$ cat config.mk
export PLATFORM = sky130hd
export DESIGN_NAME = max6951_link_arbiter_flat
export DESIGN_NICKNAME = d
export VERILOG_FILES = /design/src/rtl/max6951_link_arbiter_if.sv /design/src/rtl/max6951_link_arbiter.sv /design/src/flat_wrapper.sv
export SDC_FILE = /design/constraint.sdc
export NUM_CORES = 1
export LEC_CHECK = 0
export ABC_CLOCK_PERIOD_IN_PS = 4300
export CELL_PAD_IN_SITES_DETAIL_PLACEMENT = 2
export CELL_PAD_IN_SITES_GLOBAL_PLACEMENT = 2
export CORE_MARGIN = 2
export CORE_UTILIZATION = 30
export CTS_CLUSTER_DIAMETER = 100
export DETAILED_ROUTE_END_ITERATION = 6
export GPL_TIMING_DRIVEN = 0
export HOLD_SLACK_MARGIN = 0.02
export PLACE_DENSITY = 0.95
export SLEW_MARGIN = 15
export SYNTH_ARGS = -nofsm -noshare
export SYNTH_HDL_FRONTEND = slang
export SYNTH_SLANG_ARGS = --single-unit
export TNS_END_PERCENT = 20
$ cat constraint.sdc
create_clock -name clk -period 4.3 [get_ports clk]
set_clock_uncertainty 0.05 [all_clocks]
set_input_delay 0.645 -clock clk [delete_from_list [all_inputs] [get_ports clk]]
set_output_delay 0.645 -clock clk [all_outputs]
set_load 0.01 [all_outputs]
$ cat src/rtl/max6951_link_arbiter_if.sv
// Handshake bundle between display requesters, the link arbiter and the MAX6951 bit serializer.
// The arbiter takes the master view; the environment (requesters + serializer) takes the slave view.
interface max6951_link_arbiter_if #(
    parameter int NUM_REQ = 4
) ();
    logic [NUM_REQ-1:0]    req_valid;
    logic [16*NUM_REQ-1:0] req_data;
    logic [NUM_REQ-1:0]    req_ready;
    logic                  ser_valid;
    logic [15:0]           ser_data;
    logic                  ser_ready;
    logic                  ser_done;

    modport master (
        input  req_valid,
        input  req_data,
        output req_ready,
        output ser_valid,
        output ser_data,
        input  ser_ready,
        input  ser_done
    );

    modport slave (
        output req_valid,
        output req_data,
        input  req_ready,
        input  ser_valid,
        input  ser_data,
        output ser_ready,
        output ser_done
    );
endinterface

$ cat src/rtl/max6951_link_arbiter.sv
// Shares the single MAX6951 serial write link: plays the init ROM after reset/reinit,
// then round-robins 16-bit register-write words from NUM_REQ clients into the serializer.
module max6951_link_arbiter #(
    parameter int          NUM_REQ    = 4,
    parameter logic [3:0]  INTENSITY  = 4'hF,
    parameter logic [2:0]  SCAN_LIMIT = 3'd7,
    parameter logic [7:0]  DECODE     = 8'hFF,
    localparam int         IDW        = $clog2(NUM_REQ)
) (
    input  logic                   clk,
    input  logic                   resetn,
    max6951_link_arbiter_if.master bus,
    input  logic                   reinit,
    output logic [IDW-1:0]         grant_id,
    output logic                   init_done,
    output logic                   busy
);

    typedef enum logic [2:0] {
        ST_INIT_ISSUE = 3'd0,
        ST_INIT_WAIT  = 3'd1,
        ST_ARB        = 3'd2,
        ST_ISSUE      = 3'd3,
        ST_WAIT       = 3'd4
    } state_t;

    function automatic logic [15:0] rom_word(input logic [1:0] idx);
        case (idx)
            2'd0:    return 16'h0401;
            2'd1:    return {8'h02, 4'h0, INTENSITY};
            2'd2:    return {8'h03, 5'h00, SCAN_LIMIT};
            2'd3:    return {8'h01, DECODE};
            default: return 16'h0401;
        endcase
    endfunction

    function automatic logic [IDW-1:0] ptr_after(input logic [IDW-1:0] sel);
        if (sel == IDW'(NUM_REQ - 1)) begin
            return '0;
        end else begin
            return sel + IDW'(1);
        end
    endfunction

    state_t           r_state;
    state_t           w_next_state;
    logic [1:0]       r_init_idx;
    logic [1:0]       w_next_idx;
    logic [IDW-1:0]   r_rr_ptr;
    logic             r_reinit_pend;
    logic             r_ser_valid;
    logic [15:0]      r_ser_data;
    logic [IDW-1:0]   r_grant_id;
    logic             r_init_done;
    logic             r_busy;

    logic             w_hs;
    logic             w_take_reinit;
    logic             w_found;
    logic [IDW-1:0]   w_sel;
    logic [15:0]      w_sel_word;
    logic             w_grant;
    logic             w_init_last;
    logic [NUM_REQ-1:0] w_req_ready;
    logic [15:0]      w_words [NUM_REQ];

    for (genvar g = 0; g < NUM_REQ; g++) begin : g_words
        assign w_words[g] = bus.req_data[16*g +: 16];
    end

    // The handshake is judged on the registered ser_valid the serializer actually sees.
    assign w_hs          = r_ser_valid & bus.ser_ready;
    assign w_take_reinit = (r_state == ST_ARB) & (reinit | r_reinit_pend);
    assign w_grant       = (r_state == ST_ARB) & ~w_take_reinit & w_found;
    assign w_init_last   = (r_state == ST_INIT_WAIT) & bus.ser_done & (r_init_idx == 2'd3);

    // Round-robin search: first valid requester at or after rr_ptr, wrapping at NUM_REQ-1.
    always_comb begin
        logic [IDW:0]   w_sum;
        logic [IDW-1:0] w_idx;
        w_found    = 1'b0;
        w_sel      = '0;
        w_sel_word = 16'h0000;
        w_sum      = '0;
        w_idx      = '0;
        for (int k = 0; k < NUM_REQ; k++) begin
            w_sum = {1'b0, r_rr_ptr} + (IDW+1)'(k);
            if (w_sum >= (IDW+1)'(NUM_REQ)) begin
                w_sum = w_sum - (IDW+1)'(NUM_REQ);
            end else begin
                w_sum = w_sum;
            end
            w_idx = w_sum[IDW-1:0];
            if (!w_found && bus.req_valid[w_idx]) begin
                w_found    = 1'b1;
                w_sel      = w_idx;
                w_sel_word = w_words[w_idx];
            end else begin
                w_found    = w_found;
            end
        end
    end

    // State register and init ROM index.
    always_ff @(posedge clk or negedge resetn) begin
        if (!resetn) begin
            r_state    <= ST_INIT_ISSUE;
            r_init_idx <= 2'd0;
        end else begin
            r_state    <= w_next_state;
            r_init_idx <= w_next_idx;
        end
    end

    // Next-state logic.
    always_comb begin
        w_next_state = r_state;
        w_next_idx   = r_init_idx;
        case (r_state)
            ST_INIT_ISSUE: begin
                if (w_hs) begin
                    w_next_state = ST_INIT_WAIT;
                end else begin
                    w_next_state = ST_INIT_ISSUE;
                end
            end
            ST_INIT_WAIT: begin
                if (bus.ser_done) begin
                    if (r_init_idx == 2'd3) begin
                        w_next_idx   = 2'd0;
                        w_next_state = ST_ARB;
                    end else begin
                        w_next_idx   = r_init_idx + 2'd1;
                        w_next_state = ST_INIT_ISSUE;
                    end
                end else begin
                    w_next_state = ST_INIT_WAIT;
                end
            end
            ST_ARB: begin
                if (w_take_reinit) begin
                    w_next_idx   = 2'd0;
                    w_next_state = ST_INIT_ISSUE;
                end else if (w_found) begin
                    w_next_state = ST_ISSUE;
                end else begin
                    w_next_state = ST_ARB;
                end
            end
            ST_ISSUE: begin
                if (w_hs) begin
                    w_next_state = ST_WAIT;
                end else begin
                    w_next_state = ST_ISSUE;
                end
            end
            ST_WAIT: begin
                if (bus.ser_done) begin
                    w_next_state = ST_ARB;
                end else begin
                    w_next_state = ST_WAIT;
                end
            end
            default: begin
                w_next_idx   = 2'd0;
                w_next_state = ST_INIT_ISSUE;
            end
        endcase
    end

    // Output logic: req_ready must be combinational so the grant lands in the search cycle.
    always_comb begin
        w_req_ready = '0;
        if (w_grant) begin
            w_req_ready[w_sel] = 1'b1;
        end else begin
            w_req_ready = '0;
        end
    end

    // Registered link outputs, grant bookkeeping and deferred reinit request.
    always_ff @(posedge clk or negedge resetn) begin
        if (!resetn) begin
            r_ser_valid   <= 1'b0;
            r_ser_data    <= 16'h0000;
            r_grant_id    <= '0;
            r_rr_ptr      <= '0;
            r_init_done   <= 1'b0;
            r_busy        <= 1'b1;
            r_reinit_pend <= 1'b0;
        end else begin
            r_ser_valid <= (w_next_state == ST_INIT_ISSUE) || (w_next_state == ST_ISSUE);
            r_busy      <= (w_next_state != ST_ARB);
            if (w_next_state == ST_INIT_ISSUE) begin
                r_ser_data <= rom_word(w_next_idx);
            end else if (w_grant) begin
                r_ser_data <= w_sel_word;
            end else begin
                r_ser_data <= r_ser_data;
            end
            if (w_grant) begin
                r_grant_id <= w_sel;
                r_rr_ptr   <= ptr_after(w_sel);
            end else begin
                r_grant_id <= r_grant_id;
                r_rr_ptr   <= r_rr_ptr;
            end
            if (w_init_last) begin
                r_init_done <= 1'b1;
            end else if (w_take_reinit) begin
                r_init_done <= 1'b0;
            end else begin
                r_init_done <= r_init_done;
            end
            // A reinit outside ARB waits until the in-flight word has fully left the link.
            if (w_take_reinit) begin
                r_reinit_pend <= 1'b0;
            end else if (reinit && (r_state != ST_ARB)) begin
                r_reinit_pend <= 1'b1;
            end else begin
                r_reinit_pend <= r_reinit_pend;
            end
        end
    end

    assign bus.req_ready = w_req_ready;
    assign bus.ser_valid = r_ser_valid;
    assign bus.ser_data  = r_ser_data;
    assign grant_id      = r_grant_id;
    assign init_done     = r_init_done;
    assign busy          = r_busy;

endmodule

$ cat src/flat_wrapper.sv
// flat-port wrapper written by rule: the top's interface ports become plain ports
module max6951_link_arbiter_flat 
#(
    parameter int          NUM_REQ    = 4,
    parameter logic [3:0]  INTENSITY  = 4'hF,
    parameter logic [2:0]  SCAN_LIMIT = 3'd7,
    parameter logic [7:0]  DECODE     = 8'hFF,
    localparam int         IDW        = $clog2(NUM_REQ)
)
  (clk, resetn, reinit, grant_id, init_done, busy, bus_req_valid, bus_req_data, bus_req_ready, bus_ser_valid, bus_ser_data, bus_ser_ready, bus_ser_done);
  max6951_link_arbiter_if #(.NUM_REQ(NUM_REQ)) bus_i ();
  input  logic clk;
  input  logic resetn;
  input  logic reinit;
  output logic [IDW-1:0] grant_id;
  output logic init_done;
  output logic busy;
  input wire logic [$bits(bus_i.req_valid)-1:0] bus_req_valid;
  input wire logic [$bits(bus_i.req_data)-1:0] bus_req_data;
  output wire logic [$bits(bus_i.req_ready)-1:0] bus_req_ready;
  output wire logic [$bits(bus_i.ser_valid)-1:0] bus_ser_valid;
  output wire logic [$bits(bus_i.ser_data)-1:0] bus_ser_data;
  input wire logic [$bits(bus_i.ser_ready)-1:0] bus_ser_ready;
  input wire logic [$bits(bus_i.ser_done)-1:0] bus_ser_done;
  assign bus_i.req_valid = bus_req_valid;
  assign bus_i.req_data = bus_req_data;
  assign bus_req_ready = bus_i.req_ready;
  assign bus_ser_valid = bus_i.ser_valid;
  assign bus_ser_data = bus_i.ser_data;
  assign bus_i.ser_ready = bus_ser_ready;
  assign bus_i.ser_done = bus_ser_done;
  max6951_link_arbiter #(.NUM_REQ(NUM_REQ), .INTENSITY(INTENSITY), .SCAN_LIMIT(SCAN_LIMIT), .DECODE(DECODE)) u_core (.clk(clk), .resetn(resetn), .bus(bus_i), .reinit(reinit), .grant_id(grant_id), .init_done(init_done), .busy(busy));
endmodule
==> results_dict.tcl, run 1 <==
set metrics [dict create \
    status "completed" \
    route.detailed.drc 0 \
    crit_family "buffers and inverters" \
    slowest_stage "clkdlybuf4s50_1" \
    viasPerCell 6.32 \
    worstPathArrival_ns 3.38 \
    dieArea_sq_mm 0.0125 \
    hold_viol_final 0 \
    crit_top_cell "clkdlybuf4s50_1" \
    fmax_mhz 246 \
    power.share.clock 0.185 \
    rsz0062_at_grt "no" \
    ctsHoldBuffers 0 \
    power_density_mw_per_mm2 384 \
    cp-start-kind "primary input" \
    required_ns 3.61 \
    io_pins 98 \
    irDropWorstVdd_v 0.000263 \
    syn_area_sq_mm 0.00349 \
    place_congestion 0.938 \
    num_rows 39 \
    maxSlewViolCount 0 \
    num_antenna_cells 0 \
    drive_above_1_share 0.124 \
    die_y_um 112 \
    core-area_sq_mm 0.0114 \
    grt_pass1_vias 4714 \
    worstSkewPairLatency_ns 0.27 \
    dp.final_hpwl_um 13100 \
    synth.distinct_cells 65 \
    reg2reg_slack_ns 1.17 \
    wl_per_cell_um 26.1 \
    syn_inst 434 \
    synthTopCellsByArea "dfrtp_1, mux2i_1, mux2_2" \
    synthDominantCellAreaShare 0.201 \
    hold_path_class "primary input to asynchronous set/reset pin" \
    worst_slack_ns 0.227 \
    grt_max_degree 30 \
    cp_max_fo 10 \
    clockBufferDepth 2 \
    p_switching_w 0.000795 \
    path_clk_slew_ns 0.05 \
    crit_type "primary input to output port" \
    startpoint "bus_req_valid[0]" \
    syn_to_final_growth_pct 37.0 \
    io_buffers 97 \
    syn_nets 515 \
    cts_setup_buffers 0 \
    ant_nets 0 \
    fin_crit_sh 0.947 \
    setup_viol 0 \
    r2r-start "u_core.r_rr_ptr[0]" \
    tns_ns 0 \
    postSynthAreaPerCell_sq_um 8.03 \
    ctsResizeCount 0 \
    die_x_um 112 \
    yosysTopAreaCell "dfrtp_1" \
    cts.sinks 29 \
    worst_setup_path_end_kind "output port" \
    drv_cap 0 \
    slew_headroom 0.406 \
    vias 4313 \
    place_ws_ns 0.243 \
    grt_first_pass_wirelength_um 26900 \
    pwr-share-comb 0.586 \
    yosys_warnings 0 \
    initial_utilization 0.307 \
    nets 619 \
    path_cells "clkdlybuf4s50_1 -> clkbuf_1 -> mux2i_1 -> nor2_1 -> or3_1 -> inv_1 -> ha_1 -> and2_1 -> clkdlybuf4s50_1" \
    async_flop_share 1.00 \
    cts_tree "done" \
    r2r_cells 7 \
    ys_seq_area_frac 0.208 \
    grt_usage 0.274 \
    p_int_w 0.00104 \
    clockRootBuffer "clkbuf_16" \
    p_sw_frac 0.433 \
    cts_inserted_buffers 5 \
    p_leak_nw 1.75 \
    tightestPinTransition_ns 0.881 \
    pwr-share-seq 0.229 \
    h-tree-depth 2 \
    overflow 0 \
    synth_ff_type "dfrtp_1" \
    totalWireLength_um 17800 \
    fin_crit_ns 4.07 \
    ys_ff_latch 29 \
    drt_iter0_drc 378 \
    grt_antenna_before_repair 0 \
    crit_buf_inv 4 \
    synth_edf_count 0 \
    r2r_end "u_core.bus.ser_data[15]" \
    first_pass_iters 7 \
    max_stage_delay_ns 0.50 \
]
stage by stage:
step | area, sq um | util | power, W | cells | hold WS, ns
2_1_floorplan | 3490 | - | 0.00101 | 434 | 0.299
3_5_place_dp | 4630 | 0.407 | 0.00145 | 674 | 0.430
6_report | 4780 | 0.420 | 0.00184 | 682 | 0.362
3_3_place_gp | 4640 | 0.408 | 0.00138 | 674 | 0.409
4_1_cts | 4770 | 0.420 | 0.00182 | 682 | 0.390
5_1_grt | 4780 | 0.420 | 0.00193 | 682 | 0.420
placed cells by master (no fill, tap or decap), types with 3 or more instances in the layout:
cell type        instances
inv_1                   10
nor4_1                   3
o221ai_1                 3
clkbuf_16                5
buf_2                   20
a211oi_1                23
o32ai_1                  3
o211ai_1                 7
a32o_1                   3
nor2b_1                 15
o21ai_0                 22
or3_1                    3
a221oi_1                 4
nand2_1                 34
nand2b_1                 4
mux2_2                  23
clkbuf_1                14
a21oi_1                 18
nand3b_1                 5
o31ai_1                  3
ha_1                     8
mux2i_1                 40
dfrtp_1                 28
nor3_1                  20
clkdlybuf4s50_1         96
a32oi_1                  8
nor3b_1                  5
o22ai_1                 15
and2_1                   8
buf_1                    3
nor2_1                  36
nand4_1                  3
power groups by stage:
stage	sequential, W	clock, W	combinational (W)
2_1_floorplan	0.000432	0	0.000579
3_3_place_gp	0.000415	0	0.000968
3_5_place_dp	0.000424	0	0.00102
4_1_cts	0.000422	0.000337	0.00106
5_1_grt	0.000428	0.000353	0.00115
6_report	0.000421	0.000339	0.00108
cells by family (layout without fill, tap and decap cells):
kind of cell / Yosys count / count (layout) / synth area share
adders and majority gates: 8 / 8 / 0.0287
AOI/OAI and AO/OA: 130 / 130 / 0.267
buffers and inverters: 48 / 153 / 0.0617
and+or+nand+nor: 154 / 154 / 0.232
muxes: 65 / 65 / 0.202
DFF: 29 / 29 / 0.208
sequential cells by signal (all words and copies together) (netlist names):
| register | flops |
|---|---|
| u_core.bus.ser_data | 16 |
| u_core.r_state | 3 |
| u_core.grant_id | 2 |
| u_core.r_init_idx | 2 |
| u_core.r_rr_ptr | 2 |
| u_core.bus.ser_valid | 1 |
| u_core.busy | 1 |
| u_core.init_done | 1 |
| u_core.r_reinit_pend | 1 |
synthesized netlist by cell type (2+ instances only):
cell type	number
mux2i_1	40
o21ai_0	22
o32ai_1	3
or3b_1	2
nand2b_1	4
a311oi_1	2
nand4_1	3
o221ai_1	3
nor4b_1	2
clkbuf_1	13
mux2_2	23
a21oi_1	18
nor3_1	20
buf_2	19
buf_1	3
a22o_1	2
nand2_1	34
a32oi_1	8
or3_1	3
and2_1	8
nand3_1	2
nor4_1	3
a21o_1	2
a31oi_1	2
nor2_1	36
nand3b_1	5
o31ai_1	3
nor3b_1	5
ha_1	8
dfrtp_1	28
a211oi_1	23
mux4_2	2
a221oi_1	4
o22ai_1	16
nor2b_1	15
o211ai_1	7
inv_1	10
a32o_1	3
o21a_1	2
worst max path at each step:
stage | end | slack, ns | cells after the start
finish | bus_req_ready[3] | 0.23 | 9
global route | bus_req_ready[3] | 0.07 | 9
CTS | bus_req_ready[3] | 0.13 | 11
detailed placement | bus_req_ready[3] | 0.24 | 7
global placement | bus_req_ready[3] | 0.29 | 7
floorplan | bus_req_ready[3] | 1.58 | 10
worst reg2reg max path: cells and delay by family (launching register included):
kind / cells / cell delay (ns)
compound gates: 1 / 0.16
simple gates: 2 / 0.81
buf+inv: 4 / 1.65
flops: 1 / 0.31
final cells by class:
class,instances,area (sq um)
flip-flops and latches,29,727
well taps,143,179
inverters,11,41.3
clock buffers,6,129
fillers,1296,6590
repair buffers,97,966
multi-input cells,357,2550
clock inverters,2,10.0
plain buffers,37,174
metal layers:
metal	GRT usage	vias up	wire length [um]
met4	0.111	0	640
met1	0.338	2175	7030
met3	0.0343	52	1250
li1	-	1852	-
met5	0	-	0
met2	0.483	234	8850
(Power assumes the default switching activity.)
==> run 2: changes to the inputs <==
--- a/config.mk
+++ b/config.mk
@@ -6,10 +6,10 @@
 export NUM_CORES = 1
 export LEC_CHECK = 0
 export ABC_CLOCK_PERIOD_IN_PS = 4300
-export CELL_PAD_IN_SITES_DETAIL_PLACEMENT = 2
-export CELL_PAD_IN_SITES_GLOBAL_PLACEMENT = 2
+export CELL_PAD_IN_SITES_DETAIL_PLACEMENT = 0
+export CELL_PAD_IN_SITES_GLOBAL_PLACEMENT = 1
 export CORE_MARGIN = 2
-export CORE_UTILIZATION = 30
+export CORE_UTILIZATION = 38
 export CTS_CLUSTER_DIAMETER = 100
 export DETAILED_ROUTE_END_ITERATION = 6
 export GPL_TIMING_DRIVEN = 0
==> results_dict.tcl, run 2 (synthesis gave the netlist of run 1 again) <==
set metrics [dict create \
    status "completed" \
    syn_to_final_growth_pct 34.2 \
    viasPerCell 6.27 \
    setup_viol 0 \
    largest_reg_flops 16 \
    grt_max_degree 30 \
    power_density_mw_per_mm2 350 \
    p_total_w 0.00164 \
    drv_cap 0 \
    reg2reg_slack_ns 1.25 \
    grtUsageMet1 0.363 \
    route.detailed.drc 0 \
    required_ns 3.61 \
    hold_path_class "primary input to asynchronous set/reset pin" \
    totalWireLength_um 13200 \
    r2r_cells 7 \
    irDropWorstVdd_v 0.000160 \
    final.fill_count 848 \
    hold_viol_final 0 \
    ctsHoldBuffers 0 \
    initial_utilization 0.396 \
    path_cells "clkdlybuf4s50_1 -> or4_4 -> and3_1 -> buf_2 -> clkbuf_1 -> and2_1 -> clkdlybuf4s50_1" \
    dieArea_sq_mm 0.00996 \
    grt_pass1_vias 3892 \
    max_stage_delay_ns 0.63 \
    place_inst 639 \
    ctsResizeCount 0 \
    maxSlewViolCount 0 \
    grt-busiest-layer "met2" \
    p_leak_nw 1.72 \
    h-tree-depth 2 \
    rsz0062_at_grt "no" \
    io_buffers 97 \
    cts_setup_buffers 0 \
    dp.final_hpwl_um 9920 \
    cts_inserted_buffers 5 \
    met2_usage 0.409 \
    cts_tree "done" \
    drive_above_1_share 0.121 \
    drt_iter0_drc 376 \
    slowest_stage "or4_4" \
    core-area_sq_mm 0.00881 \
    die_x_um 99.8 \
    r2r-start "u_core.r_rr_ptr[0]" \
    grt_first_pass_wirelength_um 20300 \
    r2r_end "u_core.bus.ser_data[15]" \
    final_util 0.531 \
    cp-start-kind "primary input" \
    num_antenna_cells 0 \
    stdcell_area_sq_mm 0.00468 \
    final_common_cell "clkdlybuf4s50_1" \
    fmax_mhz 248 \
    crit_type "primary input to output port" \
    nets 619 \
    fin_crit_ns 4.03 \
    wl_per_cell_um 20.4 \
    worstPathArrival_ns 3.33 \
    mostFrequentLayoutCells "clkdlybuf4s50_1, mux2i_1, nor2_1" \
    worstSkewPairLatency_ns 0.29 \
    dpl-instance-area_sq_mm 0.00459 \
    overflow 0 \
    cp_max_fo 10 \
    worst_setup_path_end_kind "output port" \
    fin_crit_sh 0.937 \
    grt_antenna_before_repair 0 \
    grt_usage 0.258 \
    place_congestion 0.927 \
    num_rows 34 \
    clockBufferDepth 2 \
    clockRootBuffer "clkbuf_8" \
    first_pass_iters 5 \
    tightestPinTransition_ns 0.925 \
    die_y_um 99.8 \
    crit_top_cell "clkdlybuf4s50_1" \
    path_clk_slew_ns 0.06 \
    final_cell_count_no_fill 647 \
    vias 4056 \
    ant_nets 0 \
    tns_ns 0 \
    io_pins 98 \
    grt.met3_usage 0.0320 \
    cts.sinks 29 \
    slew_headroom 0.377 \
]
-- run 2: per-stage QoR --
stage | worst slack [ns] | hold slack (ns)
2_1_floorplan | 1.58 | 0.299
3_3_place_gp | 0.335 | 0.410
3_5_place_dp | 0.308 | 0.432
4_1_cts | 0.299 | 0.353
5_1_grt | 0.0900 | 0.379
6_report | 0.272 | 0.337
-- run 2: area by class of cell --
type / count / area (sq um) / share of cell area
multi-input combinational: 357 / 2540 / 0.544
inverter: 11 / 41.3 / 0.00883
buffer: 37 / 174 / 0.0372
clock buffer: 8 / 90.1 / 0.0193
tap: 108 / 135 / 0.0289
sequential: 29 / 727 / 0.155
timing repair buffer: 97 / 966 / 0.206
-- run 2: how the worst max path moves through the flow --
stage	startpoint	endpoint	slack, ns	cells after the start
final	bus_req_valid[1]	bus_req_ready[1]	0.27	7
after global routing	u_core.r_rr_ptr[1]	bus_req_ready[3]	0.09	11
after CTS	u_core.r_rr_ptr[1]	bus_req_ready[3]	0.30	11
after detailed placement	bus_req_valid[1]	bus_req_ready[1]	0.31	7
after global placement	bus_req_valid[1]	bus_req_ready[1]	0.34	7
after floorplan	u_core.r_rr_ptr[1]	bus_req_ready[3]	1.58	10
-- run 2: critical path: cells and delay by family --
kind | cells | cell delay (ns)
buf+inv | 4 | 1.52
simple gates | 3 | 1.16
-- run 2: power breakdown --
part	total [W]	internal [W]	switching, W
Combinational	0.000990	0.000465	0.000525
Clock	0.000239	0.000130	0.000108
Sequential	0.000409	0.000359	0.0000494
-- run 2: routing by layer --
metal | vias up | part of all wire
met5 | - | 0
met2 | 239 | 0.45
met3 | 24 | 0.085
met1 | 1926 | 0.44
li1 | 1867 | -
met4 | 0 | 0.026
